**src/rtl/zint_pkg.sv**
```systemverilog
// zint_pkg: register indices, reset defaults and INTMASK bit positions shared by zint_sched and zint
package zint_pkg;
  localparam logic [7:0] A_HSINT     = 8'h22;
  localparam logic [7:0] A_VSINTL    = 8'h23;
  localparam logic [7:0] A_VSINTH    = 8'h24;
  localparam logic [7:0] A_LINSTEP   = 8'h25;
  localparam logic [7:0] A_INTMASK   = 8'h2A;
  localparam logic [7:0] HSINT_DEF   = 8'h01;
  localparam logic [7:0] INTMASK_DEF = 8'h01;
  localparam int IM_FRM = 0;
  localparam int IM_LIN = 1;
  localparam int IM_DMA = 2;
  localparam int IM_WTP = 3;
endpackage

```
**src/rtl/zint_linctr.sv**
```systemverilog
// zint_linctr: line-step down-counter; fires every linstep+1 lines and restarts at frame start
module zint_linctr (
  input  logic       clk,
  input  logic       res,
  input  logic       ce_i,
  input  logic       line_i,
  input  logic       frame_i,
  input  logic [7:0] linstep_i,
  output logic       fire_o
);
  logic [7:0] linctr_q, linctr_d;
  always_comb begin
    fire_o   = ce_i && line_i && (frame_i || linctr_q == 8'd0);
    linctr_d = fire_o ? linstep_i : (ce_i && line_i) ? linctr_q - 8'd1 : linctr_q;
  end
  always_ff @(posedge clk)
    if (res) linctr_q <= 8'd0;
    else     linctr_q <= linctr_d;
endmodule

```
**src/rtl/zint_sched.sv**
```systemverilog
// zint_sched: programmable INT registers and raster/DMA/wait-port event detection producing
// one-clock int_start_* strobes and the intmask byte for zint
module zint_sched #(
  parameter int         HW        = 9,
  parameter int         VW        = 9,
  parameter logic [7:0] A_HSINT   = zint_pkg::A_HSINT,
  parameter logic [7:0] A_VSINTL  = zint_pkg::A_VSINTL,
  parameter logic [7:0] A_VSINTH  = zint_pkg::A_VSINTH,
  parameter logic [7:0] A_LINSTEP = zint_pkg::A_LINSTEP,
  parameter logic [7:0] A_INTMASK = zint_pkg::A_INTMASK
) (
  input  logic          clk,
  input  logic          res,
  input  logic          ce,
  input  logic [HW-1:0] hcnt,
  input  logic [VW-1:0] vcnt,
  input  logic          reg_wr,
  input  logic [7:0]    reg_addr,
  input  logic [7:0]    reg_data,
  input  logic          dma_act,
  input  logic          wtp_acc,
  output logic          int_start_frm,
  output logic          int_start_lin,
  output logic          int_start_dma,
  output logic          int_start_wtp,
  output logic [7:0]    intmask
);
  import zint_pkg::*;
  logic [7:0] hsint_q, linstep_q;
  logic [8:0] vsint_q, vsint_pend_q;
  logic [3:0] intmask_q;
  logic       dma_act_q;
  logic       line_start, frame_start, frm_match, lin_fire;
  assign line_start  = hcnt == '0;
  assign frame_start = ce && line_start && vcnt == '0;
  assign frm_match   = ce && vcnt == VW'(vsint_q) && hcnt == HW'({hsint_q, 1'b0});
  assign intmask     = {4'b0, intmask_q};
  zint_linctr u_linctr (
    .clk       (clk),
    .res       (res),
    .ce_i      (ce),
    .line_i    (line_start),
    .frame_i   (frame_start),
    .linstep_i (linstep_q),
    .fire_o    (lin_fire)
  );
  // VSINT writes land in the pending copy so a mid-frame change never takes effect in the current frame
  always_ff @(posedge clk)
    if (res) begin
      hsint_q       <= HSINT_DEF;
      vsint_q       <= 9'h000;
      vsint_pend_q  <= 9'h000;
      linstep_q     <= 8'h00;
      intmask_q     <= INTMASK_DEF[3:0];
      dma_act_q     <= 1'b0;
      int_start_frm <= 1'b0;
      int_start_lin <= 1'b0;
      int_start_dma <= 1'b0;
      int_start_wtp <= 1'b0;
    end else begin
      if (reg_wr && reg_addr == A_HSINT)   hsint_q           <= reg_data;
      if (reg_wr && reg_addr == A_VSINTL)  vsint_pend_q[7:0] <= reg_data;
      if (reg_wr && reg_addr == A_VSINTH)  vsint_pend_q[8]   <= reg_data[0];
      if (reg_wr && reg_addr == A_LINSTEP) linstep_q         <= reg_data;
      if (reg_wr && reg_addr == A_INTMASK) intmask_q         <= reg_data[3:0];
      if (frame_start) vsint_q <= vsint_pend_q;
      dma_act_q     <= dma_act;
      int_start_frm <= frm_match;
      int_start_lin <= lin_fire;
      int_start_dma <= dma_act_q && !dma_act;
      int_start_wtp <= wtp_acc;
    end
endmodule

```
**config.mk**
```make
export PLATFORM = sky130hd
export DESIGN_NAME = zint_sched
export DESIGN_NICKNAME = d
export VERILOG_FILES = /design/src/rtl/zint_pkg.sv /design/src/rtl/zint_linctr.sv /design/src/rtl/zint_sched.sv
export SDC_FILE = /design/constraint.sdc
export NUM_CORES = 1
export LEC_CHECK = 0
export CAP_MARGIN = 25
export CORE_UTILIZATION = 45
export CTS_CLUSTER_DIAMETER = 120
export CTS_CLUSTER_SIZE = 12
export DETAILED_ROUTE_END_ITERATION = 7
export HOLD_SLACK_MARGIN = 0.1
export PLACE_DENSITY_LB_ADDON = 0.25
export SLEW_MARGIN = 15
export SYNTH_ARGS = -nofsm -noshare
export SYNTH_HDL_FRONTEND = slang
export SYNTH_HIERARCHICAL = 1
export SYNTH_SLANG_ARGS = --single-unit
```
**constraint.sdc**
```tcl
create_clock -name clk -period 3.01 [get_ports clk]
set_clock_uncertainty 0.2 [all_clocks]
set_input_delay 0.602 -clock clk [delete_from_list [all_inputs] [get_ports clk]]
set_output_delay 0.602 -clock clk [all_outputs]
set_load 0.1 [all_outputs]
```
==> impl_metrics.tcl, run 1 <==
set metrics [dict create \
    post-place-ws_ns 0.292 \
    grt_pass1_vias 1909 \
    whs_endpoint "int_start_dma" \
    cts_sinks 51 \
    routabilityCongestion 0.859 \
    syn_inst 280 \
    cts_max_path_buffers 2 \
    fin_crit_ns 2.40 \
    arrival_ns 2.41 \
    synth-edff-count 0 \
    clkLatencyLatePin_ns 0.30 \
    min_path_type "register to register" \
    fmax_mhz 416 \
    rsz0062_at_grt "no" \
    crit_fanout 12 \
    wl_mm 5.51 \
    reg2reg_from "u_linctr/linctr_q[0]" \
    layout.nets 371 \
    pin_count 52 \
    hpwl_mm 4.15 \
    grt_pass1_wl_mm 9.38 \
    synth_area_leaders "dfxtp_1 41%, mux2i_1 11%, nor2_1 5.9%" \
    end_kind "register" \
    syn_to_final_growth_pct 24.9 \
    critPathLaunchType "input pin" \
    layout.cells.non_filler 400 \
    p_leak_uw 0.00115 \
    insertedDiodeCount 0 \
    yosysTopAreaCell "dfxtp_1" \
    grt_antenna_before_repair 0 \
    ys_warn_count 6 \
    postRouteAntennaNets 0 \
    worst_slew_pin_slew_ns 0.582 \
    cts_buffers 5 \
    grt_max_degree 29 \
    routedWlPerCell_um 13.8 \
    drv_cap 0 \
    slew_violations 0 \
    required_ns 3.01 \
    ctsResizeCount 0 \
    ys_seq_area_share_pct 41.2 \
    pwr_density_cell_nw_per_um2 385 \
    core_um2 5200 \
    synth_area_um2 2480 \
    die_w_um 76.2 \
    total_power_uw 1190 \
    post_cts_buffers 0 \
    whs_ns 0.261 \
    r2r_slack_ns 0.96 \
    portBuffers 47 \
    peakVddDrop_mv 0.200 \
    synth-main-ff-cell "dfxtp_1" \
    synth-seq-cells 51 \
    hold_start "dma_act_q" \
    cts_hold_buf 0 \
    cts_tree "built" \
    status "completed" \
    drive_gt1_share_pct 9.09 \
    post-route-period-util_pct 79.8 \
    via_per_inst 5.21 \
    post_synth_num_cell_types 43 \
    ctsHtreeMaxLevel 2 \
    path_clk_slew_ns 0.09 \
    fill_cells 490 \
    synthArstFlopShare_pct 0 \
    avgSynthCellArea_um2 8.85 \
    setup_viol_count_final 0 \
    maxSlewHeadroom_pct 61.2 \
    overflow 0 \
    final-hold-violation-count 0 \
    worstRegToRegCells 6 \
    synth_top_area_share_pct 41.2 \
    hold_depth 1 \
    die-area_um2 5810 \
    grt_usage_pct 20.3 \
    worst_slack_ns 0.609 \
    drcViolationCount 0 \
    vias 2084 \
    r2r_end "u_linctr/linctr_q[5]" \
    initial_core_util_pct 47.6 \
    rows 26 \
    drt-pass1-iter-count 4 \
    critPathKind "input pin to register" \
    placedCellCount 392 \
    root_buffer "clkbuf_8" \
    dieHeight_um 76.2 \
    drtIter0Drc 188 \
    fin_tns_setup_ns 0 \
]
[synth_stat cells, types with 2 or more instances]
| library cell | n |
|---|---|
| xnor2_1 | 13 |
| a21oi_1 | 12 |
| inv_1 | 16 |
| mux2i_1 | 27 |
| or3_1 | 9 |
| nor4b_1 | 2 |
| nand4_1 | 5 |
| nor4_4 | 2 |
| buf_4 | 4 |
| nor3_1 | 6 |
| and2_1 | 2 |
| nor2b_1 | 7 |
| nor3b_1 | 2 |
| nor4bb_1 | 2 |
| nor4_1 | 7 |
| a211o_1 | 2 |
| a31oi_1 | 4 |
| nand3b_1 | 3 |
| ha_1 | 2 |
| dfxtp_1 | 51 |
| nand3_1 | 10 |
| nand2_1 | 4 |
| nand2b_1 | 3 |
| o21ai_0 | 14 |
| nor2_1 | 39 |
| clkbuf_1 | 12 |
| xor2_1 | 4 |
[power breakdown]
group / internal, µW / switching (µW)
sequential: 676 / 0.729
clock: 163 / 218
combinational: 62.1 / 72.3
total: 901 / 291
[cell type report]
type / instances / area [µm²] / area share, %
inverter: 16 / 60.1 / 1.94
sequential: 51 / 1020 / 33.0
clock inverter: 2 / 12.5 / 0.404
tap: 70 / 87.6 / 2.83
clock buffer: 6 / 72.6 / 2.35
multi-input combinational: 199 / 1330 / 42.9
timing repair buffer: 56 / 513 / 16.6
[routing by layer]
metal / wire length [µm] / global-route usage [%] / share of wire, % / vias to the layer above
met3: 272 / 5.39 / 4.9 / 5
met1: 2720 / 28.2 / 49 / 941
li1: - / - / - / 1071
met4: 61 / 5.77 / 1.1 / 0
met5: 0 / 0 / 0 / -
met2: 2460 / 30.9 / 45 / 67
[registers in the layout (all words and copies together), names as in the netlist]
name and cells:
dma_act_q 1, hsint_q 8, int_start_dma 1, int_start_frm 1
int_start_lin 1, int_start_wtp 1, intmask_q 4, linstep_q 8
u_linctr/linctr_q 8, vsint_pend_q 9, vsint_q 9
[how the worst max path moves through the flow]
stage | depth (start not counted) | start | slack (ns) | end
floorplan | 8 | vcnt[0] | 0.54 | u_linctr/linctr_q[2]
global placement | 8 | vcnt[0] | 0.35 | u_linctr/linctr_q[4]
detailed placement | 8 | vcnt[1] | 0.29 | u_linctr/linctr_q[1]
CTS | 8 | vcnt[1] | 0.61 | u_linctr/linctr_q[1]
global route | 8 | vcnt[1] | 0.43 | u_linctr/linctr_q[2]
finish | 8 | vcnt[1] | 0.61 | u_linctr/linctr_q[1]
[cell usage in the layout, fill, tap and decap left out, drive strengths merged, types with 3 or more instances in the layout]
cell type and instances:
a21oi 13, a31oi 4, buf 17, clkbuf 7, clkdlybuf4s50 38, conb 4, dfxtp 51, inv 16
mux2i 27, nand2 4, nand2b 3, nand3 10, nand3b 3, nand4 5, nor2 39, nor2b 7
nor3 6, nor3b 3, nor4 9, o21ai 14, or3 9, xnor2 13, xor2 4
[per-stage QoR]
stage	area (µm²)	utilization, %
after floorplan	2490	-
after global placement	3010	57.8
after detailed placement	3010	57.8
after CTS	3090	59.4
after global routing	3090	59.4
final	3090	59.4
[cells by family after synthesis]
family / after synthesis / synth area share [%]
AND/OR/NAND/NOR: 107 / 24.7
adder cells (fa/ha/maj): 2 / 1.01
multiplexers: 27 / 10.9
flip-flops: 51 / 41.2
other: 1 / 0.151
AO/OA/AOI/OAI: 42 / 10.3
XOR/XNOR: 17 / 6.01
buffers and inverters: 33 / 5.66
[worst max-delay path, cell delays in order]
cell	delay, ns
clkdlybuf4s50_1	0.44
nor4_1	0.30
nand4b_1	0.18
nor2_1	0.13
buf_4	0.19
a21oi_2	0.09
and3_1	0.22
nor4_1	0.25
(Power assumes the default switching activity.)
==> inputs of run 2 (changes only) <==
==> constraint.sdc (replaced) <==
create_clock -name clk -period 1.9 [get_ports clk]
set_clock_uncertainty 0.2 [all_clocks]
set_input_delay 0.38 -clock clk [delete_from_list [all_inputs] [get_ports clk]]
set_output_delay 0.38 -clock clk [all_outputs]
set_load 0.1 [all_outputs]
==> run 2 against run 1 <==
Via count up 10%. Worst setup slack worse by 0.55 ns. Sequential power up 58%. Sequential cell count unchanged. Cell count up 9.8%. Combinational power up 88%. Critical endpoint is now u_linctr/linctr_q[4].
==> impl_metrics.tcl, run 2 (synthesis gave the netlist of run 1 again) <==
set metrics [dict create \
    peakVddDrop_mv 0.333 \
    cts_tree "built" \
    r2r_end "u_linctr/linctr_q[4]" \
    critPathKind "input pin to register" \
    root_buffer "clkbuf_8" \
    hold_depth 2 \
    drt-met1-wl_mm 2.70 \
    overflow 0 \
    vias 2297 \
    cts_buffers 5 \
    p_leak_uw 0.00147 \
    grt_pass1_vias 2213 \
    crit_fanout 8 \
    pwr_density_cell_nw_per_um2 539 \
    core_um2 5200 \
    drtIter0Drc 103 \
    reg2reg_from "u_linctr/linctr_q[0]" \
    mostFrequentLayoutCells "50 x dfxtp_1, 45 x buf_4, 37 x nor2_1" \
    grt_max_degree 26 \
    routabilityCongestion 0.895 \
    drv_cap 0 \
    die-area_um2 5810 \
    drcViolationCount 0 \
    post-route-period-util_pct 97.0 \
    maxSlewHeadroom_pct 65.4 \
    wl_met2_mm 2.94 \
    r2r_slack_ns 0.08 \
    top_regs "vsint_pend_q x9, vsint_q x9" \
    clkLatencyLatePin_ns 0.30 \
    critPathLaunchType "input pin" \
    cts_sinks 51 \
    slew_violations 0 \
    setup_viol_count_final 0 \
    die_w_um 76.2 \
    fill_cells 443 \
    whs_endpoint "u_linctr/linctr_q[5]" \
    arrival_ns 1.86 \
    pin_count 52 \
    fmax_mhz 543 \
    min_path_type "input pin to register" \
    fin_crit_ns 1.84 \
    whs_ns 0.206 \
    routedWlPerCell_um 13.7 \
    dr.max_layer_used "met4" \
    via_per_inst 5.23 \
    required_ns 1.91 \
    grt_usage_pct 21.4 \
    worst_slack_ns 0.0579 \
    wl_mm 6.02 \
    path_clk_slew_ns 0.09 \
    insertedDiodeCount 0 \
    portBuffers 47 \
    cts_hold_buf 0 \
    wl_met3_um 304 \
    hold_start "res" \
    drive_gt1_share_pct 24.7 \
    cts_max_path_buffers 2 \
    worstRegToRegCells 6 \
    fin_tns_setup_ns 0 \
    hpwl_mm 4.42 \
    postRouteAntennaNets 0 \
    post-place-ws_ns -0.536 \
    dieHeight_um 76.2 \
    end_kind "register" \
    finish.utilization_pct 69.0 \
    final_common_cell "dfxtp_1" \
    drt-pass1-iter-count 4 \
    worst_slew_pin_slew_ns 0.515 \
    status "completed" \
    grt_pass1_wl_mm 9.92 \
    ctsHtreeMaxLevel 2 \
    seq_area_um2 1020 \
    grt_antenna_before_repair 0 \
    total_power_uw 1940 \
    layout.nets 411 \
    syn_to_final_growth_pct 45.1 \
    initial_core_util_pct 47.6 \
    rows 26 \
    multiInputGateArea_um2 1440 \
    final-hold-violation-count 0 \
]
run 2: timing repair:
action                     4_1_cts  5_1_grt
gates resized for setup         32       38
setup endpoints to repair       35       34
buffers inserted                 1        3
pin swaps                       13       17
cloned                           1        0
run 2: per-layer routing:
metal | up-vias | track usage (%)
met4 | 0 | 8.08
met1 | 1083 | 27.1
met3 | 7 | 3.59
met5 | - | 0
met2 | 61 | 36.2
li1 | 1146 | -
run 2: worst max-delay path, stage by stage:
cell and delay (ns):
dlygate4sd2_1 0.25, nor3_2 0.10, nand4_1 0.25, nor2_4 0.33, a21o_1 0.21, a32oi_1 0.08
o32ai_1 0.25
run 2: final cells by class:
| cell class | count | share of cell area [%] |
|---|---|---|
| multi-input cells | 199 | 40.0 |
| inverters | 16 | 1.67 |
| well taps | 70 | 2.44 |
| clock inverters | 2 | 0.383 |
| flip-flops and latches | 51 | 28.4 |
| clock buffers | 5 | 1.92 |
| repair buffers | 96 | 25.1 |
run 2: worst max-delay path by stage:
| stage | start | endpoint | cells past startpoint |
|---|---|---|---|
| 3_3_place_gp | reg_addr[4] | hsint_q[0] | 6 |
| 3_5_place_dp | reg_addr[4] | hsint_q[0] | 6 |
| 5_1_grt | hcnt[4] | u_linctr/linctr_q[4] | 7 |
| 4_1_cts | vcnt[0] | u_linctr/linctr_q[4] | 7 |
| 6_report | hcnt[4] | u_linctr/linctr_q[4] | 7 |
| 2_1_floorplan | reg_addr[4] | vsint_pend_q[7] | 4 |
run 2: through the flow:
step / std cells / cell area, µm²
3_5_place_dp: 427 / 3420
6_report: 439 / 3590
2_1_floorplan: 283 / 2550
4_1_cts: 436 / 3520
3_3_place_gp: 427 / 3420
5_1_grt: 439 / 3590
run 2: where the power goes:
part / switching [µW] / internal (µW)
clock network: 360 / 253
registers: 2.09 / 1070
logic: 133 / 120
==> edit, RTL diff (config.mk and constraints of run 1) <==
`HW`: 9 -> 8.
--- a/src/rtl/zint_sched.sv
+++ b/src/rtl/zint_sched.sv
@@ -3,3 +3,3 @@
 module zint_sched #(
-  parameter int         HW        = 9,
+  parameter int         HW        = 8,
   parameter int         VW        = 9,
Interface: changed (resized hcnt); port bits go from 52 to 51. No check against the original RTL was run, so the function may have changed too.
==> edit against run 1 <==
  * Sequential power is 2% lower
  * Sequential cell count shrank 1
  * Combinational power increased by 12%
  * Total power is 7.7% higher
  * Setup slack got worse by 530 ps
  * Cell count increased by 2.0%
  * Hold slack better by 2.5 ps
  * Cell area rose by 5.5%
  * Area after synthesis down 1.0%
  * Wire length grew 12%
==> edit: results (changes against run 1) <==
grtUsageMet3_pct: 5.29  # -0.098 points
slowest_delay_ps: 560  # +120 ps
dpl.hpwl_um: 4570  # +10%
syn_inst: 266  # -5.0%
fillers: 451  # -8.0%
grtUsageMet1_pct: 29.8  # +1.6 points
path_max_fanout: 4  # -8
dp_cells: 398  # +1.5%
p_leak_nw: 1.22  # +6.1%
track_usage_pct: 22.5  # +2.2 points
antenna_found_initial: 0  # unchanged
final_nets: 378  # +1.9%
rrSetupSlack_ps: 1010  # +50 ps
ys_top_cells_by_count: "50 x dfxtp_1, 36 x nor2_1, 26 x mux2i_1"
yosys_warnings: 6  # unchanged
tightest_slew_ps: 666  # +83.7 ps
peakVddDrop_mv: 0.241  # +20%
gp_congestion: 0.888  # +3.4%
drt_iter0_drc: 124  # -34%
grtUsageMet2_pct: 36.6  # +5.7 points
required_ps: 2980  # -30 ps
yosysSeqAreaShare_pct: 40.8  # -0.40 points
worstSkewPairLatency_ps: 310
viasPerCell: 5.23  # +0.44%
numPortBuffers: 46  # -2.1%
critPathSlowestCell: "or4_4"
drt-pass1-iter-count: 4  # unchanged
grt_max_degree: 40  # +38%
drive_above_1_share_pct: 18.0  # +9.0 points
status: "finished clean"
fin_cells: 408  # +2.0%
r2r-end: "u_linctr/linctr_q[5]"
yosysUniqueCellTypes: 44  # +2.3%
grt_pass1_wl_um: 9450  # +0.66%
synth.top_cells.by_area: "dfxtp_1 41%, mux2i_1 11%, xor2_1 5.7%"
wl_per_cell_um: 15.1  # +9.5%
async_reset_ff_share_pct: 0  # unchanged
## edit: cell types whose count changed after synthesis, moves of 3 or more
cell     before  now
inv_1        16    4
nand3_1      10   17
nand4_1       5    1
nor2_1       39   36
o21ai_0      14    5
o21ai_1       0    9
or3_1         9    0
or4_4         0    4
xnor2_1      13    0
xor2_1        4   16
## edit: area by class of cell
| cell class | count | share of cell area, % |
|---|---|---|
| Multi-Input combinational cell | 198 | 42.0 |
| Sequential cell | 50 | 30.7 |
| Timing Repair Buffer | 78 | 20.8 |
| Tap cell | 70 | 2.68 |
| Clock buffer | 6 | 2.22 |
| Clock inverter | 2 | 1.15 |
| Inverter | 4 | 0.460 |
## edit: how the worst max path moves through the flow
stage	from	endpoint	cells after the start
floorplan	hcnt[7]	u_linctr/linctr_q[2]	8
global placement	hcnt[7]	u_linctr/linctr_q[6]	9
detailed placement	hcnt[7]	u_linctr/linctr_q[1]	8
CTS	hcnt[7]	u_linctr/linctr_q[1]	8
global route	hcnt[7]	u_linctr/linctr_q[6]	9
finish	hcnt[0]	u_linctr/linctr_q[3]	9
## edit: layer usage
metal / vias up / share of wire (%)
li1: 1088 / -
met1: 980 / 47
met2: 59 / 47
met3: 8 / 4.4
met4: 0 / 1.3
met5: - / 0
## edit: power by group
group          leakage (nW)  switching, W  internal, W
combinational         0.767     0.0000803    0.0000697
clock                0.0514      0.000223     0.000248
sequential            0.403   0.000000731     0.000663
total                  1.22      0.000304     0.000981
## edit: repair_timing
item,in CTS,in global routing
gates resized for setup,0,2
endpoints found under the setup margin,0,2
buffers inserted,0,1
## edit: worst register-to-register path, cell delays in order (launching register included)
cell and delay [ps]:
dfxtp_1 420, inv_1 120, ha_1 240, nor3b_4 180
a2111oi_0 420, o211ai_1 160, a31oi_1 190
## edit: cells by family (layout without fill, tap and decap cells)
| group | Yosys count | in the layout | share of synthesized area (%) |
|---|---|---|---|
| buf+inv | 21 | 90 | 4.34 |
| simple gates | 108 | 108 | 27.2 |
| other cells | 1 | 4 | 0.153 |
| flops | 50 | 50 | 40.8 |
| fa+ha+maj | 2 | 2 | 1.02 |
| compound gates | 42 | 42 | 10.1 |
| xor+xnor | 16 | 16 | 5.71 |
| mux | 26 | 26 | 10.6 |
## edit: per-stage QoR
step / power, W / setup TNS (ps) / worst slack, ps / hold slack [ps] / area, sq um
global route: 0.00134 / 0 / 0.0235 / 291 / 3260
global placement: 0.000827 / -984 / -149 / 252 / 3130
finish: 0.00128 / 0 / 82.5 / 263 / 3260
detailed placement: 0.000828 / -1330 / -206 / 256 / 3130
CTS: 0.00130 / 0 / 115 / 269 / 3240
floorplan: 0.000745 / 0 / 65.8 / 239 / 2460
